==> src/rtl/lane_obstacle_ctrl.sv <==
// Lane scroller and frog-cell hazard lookup.
// Ten lanes scroll on a shared step prescaler, each with its own divider.
module lane_obstacle_ctrl #(
  parameter int c_STEP_COUNT  = 13000000,
  parameter int c_GAME_WIDTH  = 14,
  parameter int c_GAME_HEIGHT = 15
) (
  input  logic       i_Clk,
  input  logic       i_Reset,
  input  logic       i_Game_Active,
  input  logic [5:0] i_Frogger_X,
  input  logic [5:0] i_Frogger_Y,
  output logic       o_Collided,
  output logic       o_On_Log,
  output logic [3:0] o_Bitmap_Data,
  output logic       o_Log_Shift
);

  localparam int c_NL = 10;
  localparam int c_CW =
    (c_STEP_COUNT > 1) ? $clog2(c_STEP_COUNT) : 1;

  // lanes 0-4 are rows 1-5 (logs), lanes 5-9 are rows 9-13 (cars)
  localparam logic [13:0] c_INIT [c_NL] = '{
    14'h078F, 14'h1C3C, 14'h0CE7, 14'h01F8, 14'h070E,
    14'h0081, 14'h0418, 14'h0842, 14'h1020, 14'h020C
  };
  localparam logic [1:0] c_SPD_M1 [c_NL] = '{
    2'd2, 2'd1, 2'd3, 2'd1, 2'd2,
    2'd0, 2'd1, 2'd0, 2'd2, 2'd1
  };
  localparam logic [c_NL-1:0] c_LEFT = 10'b10_1011_1111;

  logic [c_CW-1:0]         presc_q;
  logic                    step;
  logic [1:0]              div_q  [c_NL];
  logic [c_GAME_WIDTH-1:0] lane_q [c_NL];
  logic [c_NL-1:0]         due;

  logic       in_range;
  logic       is_goal;
  logic       is_water;
  logic       is_road;
  logic       is_pad;
  logic       hit;
  logic [3:0] li;
  logic [3:0] code_d;
  logic [63:0] row_bits;

  assign step = i_Game_Active &&
    (presc_q == c_CW'(c_STEP_COUNT - 1));

  always_ff @(posedge i_Clk) begin
    if (i_Reset)
      presc_q <= '0;
    else if (i_Game_Active)
      presc_q <= step ? '0 : presc_q + c_CW'(1);
  end

  always_comb begin
    due = '0;
    for (int i = 0; i < c_NL; i++)
      due[i] = step && (div_q[i] == c_SPD_M1[i]);
  end

  always_ff @(posedge i_Clk) begin
    for (int i = 0; i < c_NL; i++) begin
      if (i_Reset) begin
        div_q[i]  <= 2'd0;
        lane_q[i] <= c_GAME_WIDTH'(c_INIT[i]);
      end else if (step) begin
        div_q[i] <= due[i] ? 2'd0 : div_q[i] + 2'd1;
        if (due[i])
          lane_q[i] <= c_LEFT[i]
            ? {lane_q[i][0],
               lane_q[i][c_GAME_WIDTH-1:1]}
            : {lane_q[i][c_GAME_WIDTH-2:0],
               lane_q[i][c_GAME_WIDTH-1]};
      end
    end
  end

  always_comb begin
    in_range = (i_Frogger_X < 6'(c_GAME_WIDTH)) &&
               (i_Frogger_Y < 6'(c_GAME_HEIGHT));
    is_goal  = in_range && (i_Frogger_Y == 6'd0);
    is_water = in_range && (i_Frogger_Y >= 6'd1) &&
               (i_Frogger_Y <= 6'd5);
    is_road  = in_range && (i_Frogger_Y >= 6'd9) &&
               (i_Frogger_Y <= 6'd13);
    is_pad   = (i_Frogger_X == 6'd1) ||
               (i_Frogger_X == 6'd4) ||
               (i_Frogger_X == 6'd7) ||
               (i_Frogger_X == 6'd10);
    li = 4'd0;
    if (is_water)
      li = i_Frogger_Y[3:0] - 4'd1;
    else if (is_road)
      li = i_Frogger_Y[3:0] - 4'd4;
    row_bits = '0;
    if (is_water || is_road)
      row_bits = 64'(lane_q[li]);
    hit = row_bits[i_Frogger_X];
    code_d = 4'd0;
    unique case (1'b1)
      is_goal:  code_d = is_pad ? 4'd4 : 4'd6;
      is_water: code_d = hit ? 4'd3 : 4'd2;
      is_road:  code_d = hit ? 4'd5 : 4'd1;
      default:  code_d = 4'd0;
    endcase
  end

  // sampled against the pre-shift lane contents
  always_ff @(posedge i_Clk) begin
    if (i_Reset) begin
      o_Collided    <= 1'b0;
      o_On_Log      <= 1'b0;
      o_Bitmap_Data <= 4'd0;
      o_Log_Shift   <= 1'b0;
    end else begin
      o_Collided    <= i_Game_Active && is_road && hit;
      o_On_Log      <= i_Game_Active && is_water && hit;
      o_Bitmap_Data <= code_d;
      o_Log_Shift   <= is_water && hit && due[li];
    end
  end

endmodule

==> config.mk <==
export PLATFORM = sky130hd
export DESIGN_NAME = lane_obstacle_ctrl
export DESIGN_NICKNAME = d
export VERILOG_FILES = /design/src/rtl/lane_obstacle_ctrl.sv
export SDC_FILE = /design/constraint.sdc
export NUM_CORES = 1
export LEC_CHECK = 0
export BUFFER_PORTS_ARGS = -buffer_cell sky130_fd_sc_hd__buf_2
export CAP_MARGIN = 0
export CORE_ASPECT_RATIO = 0.6
export CORE_MARGIN = 4
export CORE_UTILIZATION = 35
export DETAILED_ROUTE_END_ITERATION = 8
export GPL_ROUTABILITY_DRIVEN = 0
export HOLD_SLACK_MARGIN = 0.12
export PLACE_DENSITY = 0.48
export SLEW_MARGIN = 5
export SYNTH_ARGS = -nofsm -noshare
export SYNTH_HDL_FRONTEND = slang
export SYNTH_SLANG_ARGS = --single-unit
==> constraint.sdc <==
create_clock -name i_Clk -period 5.9 [get_ports i_Clk]
set_input_delay 0 -clock i_Clk [delete_from_list [all_inputs] [get_ports i_Clk]]
set_output_delay 0 -clock i_Clk [all_outputs]
set_load 0.05 [all_outputs]
==> metrics.csv <==
stage,metric,value,unit
status,status,"finished, final reports clean",
synth,synth_seq_cells,190,
timing,worst_slew_margin_rel,21.3,%
floorplan,dieHeight,137,um
floorplan,ioPinCount,22,
synth,ys.warnings.count,0,
finish,final_cell_mix,"160 x edfxtp_1, 106 x nand2_1, 100 x and3_1",
grt,first_pass_grt_wire_length,42600,um
power,p_sw_share,25.1,%
clock_tree,cts.sink_count,190,
detailed_routing,detail_route.wl_per_cell,22.6,um
floorplan,floorplan.die_area,30500,um^2
clock_tree,worstSkewPairLatency,0.45,ns
grt,grt_pass1_vias,6543,
power,power_density,275,nW/um^2
power,design_power_total,2.94,mW
synth,synth.distinct_cells,72,
power,vdd_drop_max,165,uV
clock_tree,clock_tree_from_tritoncts,yes,
worst_setup_path,worstPathMaxFanout,27,
timing,finalSetupViolations,0,
worst_setup_path,start_kind,primary input,
detailed_routing,wl_met1,15000,um
worst_setup_path,timing.critical_path.mode_cell,o2111ai_1,
timing,finalMaxSlewViolations,0,
finish,drive_above_1_share,13.3,%
detailed_routing,vias,7212,
grt,grt_start_max_net_pins,57,
finish,syn2layout_area_growth,10.2,%
worst_hold_path,worstHoldPathType,in2reg,
timing,post_route_clock_period_utilization,75.1,%
synth,synth_enable_flop_cells,160,
grt,grt_antenna_before_repair,1,
clock_tree,clkTransAtPathRegs,0.06,ns
timing,report.final.hold_viol_count,0,
power,power.static_leakage,3.95,nW
timing,worst_clock_skew,0.0115,ns
synth,ys_seq_area_share,55.7,%
worst_setup_path,timing.critical_path.cells,buf_2 -> inv_1 -> ha_1 -> nand2b_4 -> a21boi_1 -> o2111ai_1 -> a21oi_2 -> nand2_1 -> nor2_1 -> nand3_1 -> o2111ai_1 -> o21ai_0 -> o41ai_4 -> o22ai_1,
detailed_routing,dr_wl_met2,10300,um
timing,transition_time_of_the_tightest_slew_check_pin,1.17,ns
synth,synthesis.area,9700,um^2
flow_run,drv.max_cap_violation_count,0,
floorplan,core-area,26800,um^2
floorplan,initial_cell_density_of_the_core,36.2,%
power,power.share.clock,39.2,%
power,sequentialPowerShare,53.3,%
synth,net_count_after_synthesis,935,
synth,post_synth_arst_share,0,%
worst_setup_path,cpPeakStageDelay,0.85,ns
timing,grt_setup_unrepaired,no,
clock_tree,cts_repair_resize_count,0,
synth,cell_count_after_synthesis,901,
detailed_routing,via_per_inst,5.70,
worst_setup_path,critical_path.endpoint_type,register,
detailed_routing,wl_met3,3010,um
timing,timing.final.crit_period,4.43,ns
timing,hold_slack,0.216,ns
finish,finish.net_count,927,
power,switching_power,739,uW
detailed_routing,top_layer,met4,
detailed_routing,postRouteWirelength,28600,um
grt,globalRouteTotalUtil,18.8,%
detailed_routing,postRouteAntennaNets,0,
detailed_routing,drtIter0Drc,953,
clock_tree,clock_tree.root_cell,clkbuf_16,
worst_setup_path,crit_path_class,in2reg,
finish,postLayoutCellArea,10700,um^2
timing,fmax,226,MHz
worst_setup_path,cp_slowest_cell,a21boi_1,
worst_setup_path,worstPathArrival,4.74,ns
detailed_routing,detail_route.first_pass.iterations,5,
power,internal_power,2.20,mW
grt,grt-ovfl-total,0,
finish,utilization,39.9,%
placement,hpwl_after_detailed_placement,20700,um
detailed_routing,route.detailed.drc,0,
floorplan,num_rows,46,
placement,portBuffers,20,
floorplan,dieWidth,223,um
synth,syn_avg_cell_area,10.8,um^2
power,share_comb_of_total_power,7.5,%
clock_tree,cts-root-to-sink-buffers,2,
synth,synth_top_flop_cell,edfxtp_1,
placement,placed_cell_area,10100,um^2
worst_setup_path,crit_required,6.21,ns
timing,timing.setup.tns,0,ns
finish,layout.cells.most_common,edfxtp_1,
clock_tree,clock_tree.htree_level_count,4,
clock_tree,tritoncts.num_buffers,17,
## critical path: cells and delay by family
kind | cells | cell delay (ns)
compound gates | 7 | 2.88
fa+ha+maj | 1 | 0.43
buf+inv | 2 | 0.54
simple gates | 4 | 0.87
## registers in the layout (all words and copies together) (netlist names)
signal	count
lane_q	140
o_Log_Shift	1
o_Collided	1
o_On_Log	1
o_Bitmap_Data	3
presc_q	24
div_q	20
## routing by layer
layer	vias to the layer above	GRT usage [%]
met5	-	0
met4	0	4.28
li1	3346	-
met1	3549	30.7
met3	23	6.90
met2	294	22.7
## area by class of cell
class | instances | area, um^2
inverters | 20 | 75.1
flip-flops and latches | 190 | 5410
repair buffers | 34 | 215
multi-input cells | 630 | 3970
clock buffers | 18 | 429
fillers | 2611 | 16100
clock inverters | 13 | 143
diodes | 1 | 2.50
well taps | 360 | 450
## stage by stage
step	std cells	setup WS (ns)
floorplan	901	2.51
global placement	1230	1.31
detailed placement	1230	1.21
CTS	1265	1.67
global route	1265	1.31
finish	1266	1.47
## cell families after synthesis
kind of cell / after synthesis / share of synthesized area [%]
xor+xnor: 23 / 2.08
fa+ha+maj: 19 / 2.45
buf+inv: 81 / 3.53
other cells: 1 / 0.0387
mux: 17 / 2.01
flops: 190 / 55.7
simple gates: 424 / 22.9
compound gates: 146 / 11.3
## cells in the mapped netlist (all sizes together), types with 5 or more instances
master | count | area [um^2]
edfxtp | 160 | 4800
nand2 | 106 | 398
and3 | 100 | 626
nor2 | 47 | 176
nand3 | 46 | 230
or2 | 46 | 288
clkbuf | 43 | 161
dfxtp | 30 | 601
nor3 | 30 | 161
a21oi | 25 | 129
inv | 20 | 75.1
ha | 19 | 238
buf | 18 | 106
o21ai | 17 | 85.1
mux2i | 15 | 150
xor2 | 14 | 123
nand4 | 12 | 75.1
a21o | 11 | 82.6
a22oi | 9 | 67.6
o22ai | 9 | 56.3
xnor2 | 9 | 78.8
a2111oi | 8 | 95.1
o211ai | 8 | 60.1
a221oi | 7 | 61.3
a31oi | 7 | 43.8
nand3b | 7 | 52.6
a211oi | 6 | 45.0
nand2b | 6 | 45.0
a22o | 5 | 43.8
nor4 | 5 | 31.3
or3 | 5 | 31.3
## worst paths after layout
path                            slack [ns]  cells past startpoint          endpoint           start
worst min register to register        0.51                      2       presc_q[20]     presc_q[20]
worst min-delay path                  0.22                      5  o_Bitmap_Data[2]  i_Frogger_Y[3]
worst max-delay path                  1.47                     14  o_Bitmap_Data[2]  i_Frogger_Y[0]
worst max register to register        2.66                     10     lane_q[1][12]      presc_q[0]
## power by group through the flow
stage / Sequential [mW] / Clock, mW / Combinational, mW
final: 1.57 / 1.15 / 0.219
after detailed placement: 1.59 / 0 / 0.213
after CTS: 1.56 / 1.18 / 0.216
after global placement: 1.60 / 0 / 0.214
after floorplan: 1.56 / 0 / 0.149
after global routing: 1.57 / 1.24 / 0.237
## repair_timing
item / 4_1_cts / 5_1_grt
hold endpoints to repair: 11 / 0
hold buffers: 4 / 0
setup endpoints to repair: 0 / 0
setup buffers: 0 / 0
(Power assumes the default switching activity.)
